==> config.mk <==
export PLATFORM = sky130hd
export DESIGN_NAME = kbd_scan_ctrl
export DESIGN_NICKNAME = d
export VERILOG_FILES = /design/src/rtl/kbd_scan_ctrl.sv
export SDC_FILE = /design/constraint.sdc
export NUM_CORES = 1
export LEC_CHECK = 0
export ABC_AREA = 1
export BUFFER_PORTS_ARGS = -buffer_cell sky130_fd_sc_hd__buf_2
export CORE_MARGIN = 5
export CORE_UTILIZATION = 29
export DETAILED_ROUTE_END_ITERATION = 10
export PLACE_DENSITY = 0.48
export SLEW_MARGIN = 40
export SYNTH_ARGS = -nofsm -noshare
export SYNTH_HDL_FRONTEND = slang
export SYNTH_SLANG_ARGS = --single-unit
==> constraint.sdc <==
create_clock -name clk -period 2.35 [get_ports clk]
set_input_delay 0 -clock clk [delete_from_list [all_inputs] [get_ports clk]]
set_output_delay 0 -clock clk [all_outputs]
set_load 0.02 [all_outputs]
==> src/rtl/kbd_scan_ctrl.sv <==
// PS/2 scan-code decoder: pops FIFO bytes, folds E0/F0 prefixes into key events.
// Optional KBD_TYPEMATIC_FILTER_EN drops repeated makes of the held key.
module kbd_scan_ctrl #(
  parameter logic [15:0] PREFIX_TIMEOUT = 16'd50000
) (
  input  logic       clk,
  input  logic       clrn,
  input  logic [7:0] data,
  input  logic       ready,
  input  logic       overflow,
  output logic       nextdata_n,
  output logic [7:0] key_code,
  output logic       key_ext,
  output logic       key_break,
  output logic       key_valid,
  input  logic       key_ack,
  output logic       pressing,
  output logic       shift,
  output logic       caps_lock,
  output logic       ovf_seen,
  output logic [7:0] err_cnt
);

  typedef enum logic [1:0] {
    IDLE,
    FETCH,
    DECODE,
    OUT
  } state_t;

  state_t      state;
  state_t      state_nxt;
  logic [7:0]  byte_q;
  logic        ext_q;
  logic        brk_q;
  logic [15:0] tmo_cnt;
  logic [7:0]  held_code;
  logic        held_ext;

  logic is_e0;
  logic is_f0;
  logic is_pfx;
  logic is_shift;
  logic is_caps;
  logic same_key;
  logic is_rep;
  logic drop;
  logic emit;
  logic ack_ok;
  logic pfx_wait;
  logic tmo_hit;

  always_comb begin
    is_e0    = 1'b0;
    is_f0    = 1'b0;
    is_shift = 1'b0;
    is_caps  = 1'b0;
    unique case (1'b1)
      (byte_q == 8'hE0): is_e0 = 1'b1;
      (byte_q == 8'hF0): is_f0 = 1'b1;
      (byte_q == 8'h12),
      (byte_q == 8'h59): is_shift = ~ext_q;
      (byte_q == 8'h58): is_caps = 1'b1;
      default: ;
    endcase
  end

  assign is_pfx   = is_e0 | is_f0;
  assign same_key = (held_code == byte_q)
                  && (held_ext == ext_q);
  assign is_rep   = pressing & ~brk_q & same_key;

`ifdef KBD_TYPEMATIC_FILTER_EN
  assign drop = is_rep;
`else
  assign drop = 1'b0;
`endif

  assign emit     = (state == DECODE)
                  & ~is_pfx & ~drop;
  assign ack_ok   = (state == OUT)
                  & key_ack & key_valid;
  assign pfx_wait = (state == IDLE)
                  & ~ready & (ext_q | brk_q);
  assign tmo_hit  = pfx_wait
                  & (tmo_cnt == PREFIX_TIMEOUT - 16'd1);

  assign nextdata_n = (state != FETCH);

  always_ff @(posedge clk or negedge clrn) begin
    if (!clrn) state <= IDLE;
    else       state <= state_nxt;
  end

  always_comb begin
    state_nxt = state;
    case (state)
      IDLE:   if (ready) state_nxt = FETCH;
      FETCH:  state_nxt = DECODE;
      DECODE: state_nxt = emit ? OUT : IDLE;
      OUT:    if (key_ack) state_nxt = IDLE;
      default: state_nxt = IDLE;
    endcase
  end

  always_ff @(posedge clk or negedge clrn) begin
    if (!clrn) begin
      byte_q <= 8'h00;
    end else if (state == IDLE && ready) begin
      byte_q <= data;
    end
  end

  // Prefix flags live until the event is acked, dropped or times out
  always_ff @(posedge clk or negedge clrn) begin
    if (!clrn) begin
      ext_q <= 1'b0;
      brk_q <= 1'b0;
    end else if (ack_ok || tmo_hit) begin
      ext_q <= 1'b0;
      brk_q <= 1'b0;
    end else if (state == DECODE) begin
      if (is_e0) ext_q <= 1'b1;
      if (is_f0) brk_q <= 1'b1;
      if (!is_pfx && drop) begin
        ext_q <= 1'b0;
        brk_q <= 1'b0;
      end
    end
  end

  always_ff @(posedge clk or negedge clrn) begin
    if (!clrn) begin
      tmo_cnt <= 16'd0;
    end else if (!pfx_wait || tmo_hit) begin
      tmo_cnt <= 16'd0;
    end else begin
      tmo_cnt <= tmo_cnt + 16'd1;
    end
  end

  always_ff @(posedge clk or negedge clrn) begin
    if (!clrn) begin
      err_cnt <= 8'h00;
    end else if (tmo_hit && err_cnt != 8'hFF) begin
      err_cnt <= err_cnt + 8'h01;
    end
  end

  always_ff @(posedge clk or negedge clrn) begin
    if (!clrn) begin
      key_valid <= 1'b0;
      key_code  <= 8'h00;
      key_ext   <= 1'b0;
      key_break <= 1'b0;
    end else if (emit) begin
      key_valid <= 1'b1;
      key_code  <= byte_q;
      key_ext   <= ext_q;
      key_break <= brk_q;
    end else if (ack_ok) begin
      key_valid <= 1'b0;
    end
  end

  always_ff @(posedge clk or negedge clrn) begin
    if (!clrn) begin
      pressing  <= 1'b0;
      held_code <= 8'h00;
      held_ext  <= 1'b0;
      shift     <= 1'b0;
      caps_lock <= 1'b0;
    end else if (emit) begin
      if (!brk_q) begin
        pressing  <= 1'b1;
        held_code <= byte_q;
        held_ext  <= ext_q;
        if (is_shift) shift <= 1'b1;
        if (is_caps)  caps_lock <= ~caps_lock;
      end else begin
        if (same_key) pressing <= 1'b0;
        if (is_shift) shift <= 1'b0;
      end
    end
  end

  always_ff @(posedge clk or negedge clrn) begin
    if (!clrn)         ovf_seen <= 1'b0;
    else if (overflow) ovf_seen <= 1'b1;
  end

endmodule

Word level (Yosys, flattened, before mapping)
Cells that the tools add are included.

storage, ports and cells
  flip-flop bits (word level) = 60
  latch bits = 0
  memory bits (writable) = 0
  bits in read-only memories = 0
  logic and storage cells = 88
  memories = 0

operators by class
  add/subtract/negate cells = 2
  multipliers = 0
  divide/modulo/power cells = 0
  $lt $le $gt $ge = 0
  eq/ne operators = 16
  shift-type cells = 0
  muxes and demuxes = 22
  bitwise operators = 13
  reduce and logical (&&, ||, !) cells = 19

operators with widths
  cell                                                                      number
  1-bit two-way mux                                                         17
  16-bit by 1-bit adder with 16-bit output (second input constant)          1
  16-bit == test (second input constant)                                    1
  8-bit by 7-bit == test with 1-bit output (second input constant)          2
  8-bit == test (second input constant)                                     2
  16-bit two-way mux                                                        1
  2-bit AND reduction                                                       6
  8-bit by 1-bit adder with 8-bit output (second input constant)            1
  8-bit by 5-bit == test with 1-bit output (second input constant)          1
  8-bit == test                                                             1
  8-bit inequality test (second input constant)                             1
  2-bit case mux with 4 select lines                                        1
  2-bit nonzero test                                                        4
  1-bit bitwise AND                                                         6
  2-bit two-way mux                                                         3
  1-bit NOT                                                                 5
  2-bit == test (second input constant)                                     2
  2-bit by 1-bit inequality test with 1-bit output (second input constant)  2
  2-bit inequality test (second input constant)                             2
  1-bit logical AND                                                         3
  3-bit AND reduction                                                       1
  2-bit by 1-bit == test with 1-bit output (second input constant)          1
  2-bit zero test                                                           1
  1-bit logical OR                                                          2
  other kinds (4)                                                           5

Depth between registers and ports, before layout
  depth after elaboration = 7
  gate-level depth with buffers = 10

Worst setup path after synthesis
No wires, ideal clock.

  path kind = reg2reg
  start = register err_cnt[0]
  end = register err_cnt[3]
  library setup time = 0.065 ns
  data arrival time = 1.434 ns
  required time = 2.285 ns
  setup slack = 0.851 ns
  cell stages (with the launch flop) = 8
  clock period less this slack = 1.499 ns
  path through = dfrtp_1 ha_1 nand3_1 inv_1 nand4_2 nand3_1 nand2_1 nand2_1

on the way
  cells in the longest elaborated chain, start to end = 2

ends and longest elaborated chain
  what                                                                            RTL line  text
  start, declared                                                                 21        output logic [7:0] err_cnt
  start signal, assigned                                                          146       err_cnt <= err_cnt + 8'h01;
  branches (longest 2 deep; another with 8-bit by 1-bit adder with 8-bit output)  --

Several ways; the timed one is not identified.
A chain may end at the register's enable or synchronous reset.

Final worst setup path
  start = register err_cnt[0]
  end = register err_cnt[7]

The elaborated chain is that of the path after synthesis.

==> metrics.md <==
| Metric | Value |
|---|---|
| Startpoint Class | flip-flop |
| Worst-case clock skew | 0.00985 ns |
| Int Power | 2.24 mW |
| Worst setup EP type | flip-flop |
| Critical path type | flip-flop to flip-flop |
| Pin count of the biggest net entering global routing | 61 |
| Area growth from synthesis to final layout | 20.1% |
| Netlist area before placement | a little under 3000 µm² |
| CP Max Fanout | 9 |
| Post-synthesis share of cell area spent on xor and xnor gates | under 10% |
| Launch instance of the worst register-to-register path | err_cnt[0]$_DFFE_PN0P_ |
| Sum of overflow across all layers after global routing | 0 |
| Initial antenna violation count | 0 |
| Cell Count Post-Placement | approximately 530 |
| Clock latency at the later pin of the worst-skew pair | between 0.3 and 0.4 ns |
| Final worst path period share | between 60% and 70% |
| Tightest Hold Check Type | primary input to async pin |
| Starting Density | a little under 30% |
| Total global routing track utilization | a little under an eighth |
| Die ar. | 12400 µm² |
| Fraction of power spent switching nets | 39.4% |
| Vias | around 2400 |
| Count of cell types in the netlist | 28 |
| Buffer depth of the longest clock path | 2 |
| Chip Height | approximately 110 µm |
| FP Rows | 37 |
| Worst IR Drop VDD | 0.415 mV |
| Post-layout net count | around 430 |
| Register-to-Register Path Depth | 7 |
| Wire per inst | approximately 12 µm |
| Hpwl dp | between 4 and 5 mm |
| Cts bufs inserted | 9 |
| Filler cell count | ~1100 |
| Data required time at the worst endpoint | ~2.6 ns |
| I/O Buffers | 36 |
| Count of nets left with antenna violations after detail routing | 0 |
| # DRC | 0 |
| Dominant combinational cell family by area after synthesis | simple AND/OR/NAND/NOR gates |
| Hold Violations, Final | 0 |
| Horiz. Die Dim | 111 µm |
| Setup slack on the worst flop-to-flop path | just over 0.7 ns |
| Final Hold Slack | approximately 0.26 ns |
| DR iter-0 viols | roughly 130 |
| Reported net switching power | about 1.5 mW |
| Final setup violation count | 0 |
| Total power density per cell area | between 1000 and 1500 nW/µm² |
| Minimum setup slack in the final design | a little over 0.7 ns |
| Relative contribution of sequential cells to total power | a little over two fifths |
| Worst reg2reg path endpoint | err_cnt[7]$_DFFE_PN0P_ |
| Basic-gate share of the synthesized area counting and, or, nand and nor cells | between 30% and 40% |
| Worst-path clk slew | about 0.07 ns |
| Sink count of the clock tree | 60 |
| Unrepaired setup endpoints after global routing | no |
| Post-DR vias/cell | between 4 and 5 |
| Number of cells produced by synthesis | 360 |
| Slew headroom | around three fifths |
| Combined flip-flop and latch cell area | 1500 µm² |
| Number of max-slew violations in the final report | 0 |
| Boundary Pins | 37 |
| Final standard cell count with taps included and fillers excluded | between 500 and 600 |
| Synthesized-area fraction occupied by ao, oa, aoi and oai cells | roughly 5.8% |
| Worst-Margin Slew | between 0.6 and 0.7 ns |
| Global-route wire length before repair | ~11 mm |
| Final wirelength | 6.67 mm |
| Final RePlAce weighted congestion | 0.884 |
| Clock tree from TritonCTS | built |
| LEAKAGE | between 1.5 and 2 nW |
| Share of power burned in the clock network | 23.6% |
| Average footprint of a synthesized cell | around 8.2 µm² |
| Most common library cell in the layout ignoring fill and taps | nand2_1 |
| Commonest cells after routing, fill and taps aside | 91 x nand2_1, 60 x dfrtp_1, 56 x nor2_1, 36 x buf_2, 32 x nand3_1 |
| Post-synthesis register bit count | 60 |
| Via count of the first global-routing pass | between 2000 and 2500 |
| Crit path arrival time | between 1.5 and 2 ns |
| Upper clock frequency limit | around 610 MHz |
| Maximum level of the CTS H-tree | 3 |
| Setup TNS Final | 0 ns |
| Diode count | 0 |
| Mux contribution to synthesized area | 0% |
| Share of total power in combinational logic | between 30% and 40% |
| Root buffer selected by CTS | clkbuf_8 |
| Fraction of final layout cells sized beyond drive strength 1 | between 10% and 20% |
| Synthesized net count | ~380 |
| Post-Synth Adder-Cell Area | 0.844% |
| Combined area of the multi-input logic cells | approximately 1300 µm² |
| Run status | finished clean |
| Ys Warns | 0 |
| Count of maximum capacitance violations | 0 |
| Number of iterations in the first detailed-routing pass | 5 |
| Clock period minus worst slack | about 1.6 ns |
| Area of the placeable core | slightly above 10000 µm² |
| Place WS | 0.695 ns |
| Portion of the post-synthesis area used by sequential elements | about half |
==> sequential cells by signal, indices dropped and copies added (netlist names), 2 cells and up <==
| signal | cells |
|---|---|
| tmo_cnt | 16 |
| byte_q | 8 |
| err_cnt | 8 |
| held_code | 8 |
| key_code | 8 |
| state | 2 |
==> layer usage <==
| layer | vias to the layer above | global-route usage, % | part of all wire [%] |
|---|---|---|---|
| li1 | 1256 | - | - |
| met1 | 1088 | 16.4 | 55 |
| met2 | 40 | 16.1 | 41 |
| met3 | 8 | 3.17 | 3.4 |
| met4 | 0 | 4.62 | 1.3 |
| met5 | - | 0 | 0 |
==> critical path, cell delays in order, from the launching register on <==
cell     delay, ns
dfrtp_1       0.41
ha_1          0.23
nand3_1       0.12
inv_1         0.09
nand4_2       0.22
nand3_1       0.35
nand2_1       0.10
nand2_1       0.08
==> how the worst max path moves through the flow <==
stage	depth (start not counted)	endpoint	start	slack, ns
2_1_floorplan	7	err_cnt[3]$_DFFE_PN0P_	err_cnt[0]$_DFFE_PN0P_	0.85
3_3_place_gp	7	err_cnt[1]$_DFFE_PN0P_	err_cnt[0]$_DFFE_PN0P_	0.70
3_5_place_dp	7	err_cnt[7]$_DFFE_PN0P_	err_cnt[0]$_DFFE_PN0P_	0.70
4_1_cts	7	err_cnt[7]$_DFFE_PN0P_	err_cnt[0]$_DFFE_PN0P_	0.68
5_1_grt	7	err_cnt[0]$_DFFE_PN0P_	err_cnt[0]$_DFFE_PN0P_	0.51
6_report	7	err_cnt[7]$_DFFE_PN0P_	err_cnt[0]$_DFFE_PN0P_	0.71
==> timing repair <==
action	CTS	global route
endpoints found under the hold margin	71	0
endpoints found under the setup margin	0	0
gates resized for setup	0	0
setup buffers	0	0
hold buffers	11	0
==> through the flow <==
step / power [mW] / utilization [%] / area (µm²)
2_1_floorplan: 2.55 / - / 2970
3_3_place_gp: 2.84 / 32.2 / 3270
3_5_place_dp: 2.86 / 32.2 / 3270
4_1_cts: 3.76 / 35.1 / 3560
5_1_grt: 4.00 / 35.1 / 3560
6_report: 3.70 / 35.1 / 3560
==> cell usage after synthesis, drive strengths merged <==
cell,n,area share [%]
nand4,10,2.3
o211ai,1,0.25
nand3,32,5.4
nand2,94,12
nor3b,2,0.51
ha,2,0.84
or2,1,0.21
a21oi,10,1.7
inv,35,4.4
nand3b,2,0.51
nor3,5,0.84
o21ai,19,3.6
o21a,1,0.25
xor2,8,2.4
xnor2,12,3.5
buf,6,1.9
dfrtp,60,51
nor2,60,8.6
==> power groups by stage <==
stage | clock network, mW | logic (mW) | registers (mW)
2_1_floorplan | 0 | 0.893 | 1.66
3_3_place_gp | 0 | 1.28 | 1.57
3_5_place_dp | 0 | 1.28 | 1.57
4_1_cts | 0.898 | 1.30 | 1.55
5_1_grt | 0.931 | 1.47 | 1.60
6_report | 0.871 | 1.28 | 1.55
==> cell families after synthesis <==
kind of cell,Yosys count
AO/OA/AOI/OAI,31
XOR/XNOR,20
adder cells (fa/ha/maj),2
buffers and inverters,41
flip-flops,60
AND/OR/NAND/NOR,206
==> final cells by class <==
type	instances	area share (%)
multi-input combinational	259	35.8
clock buffer	15	4.95
timing repair buffer	48	8.47
inverter	35	3.69
clock inverter	1	0.140
sequential	60	42.1
tap	136	4.78
(Power assumes the default switching activity.)
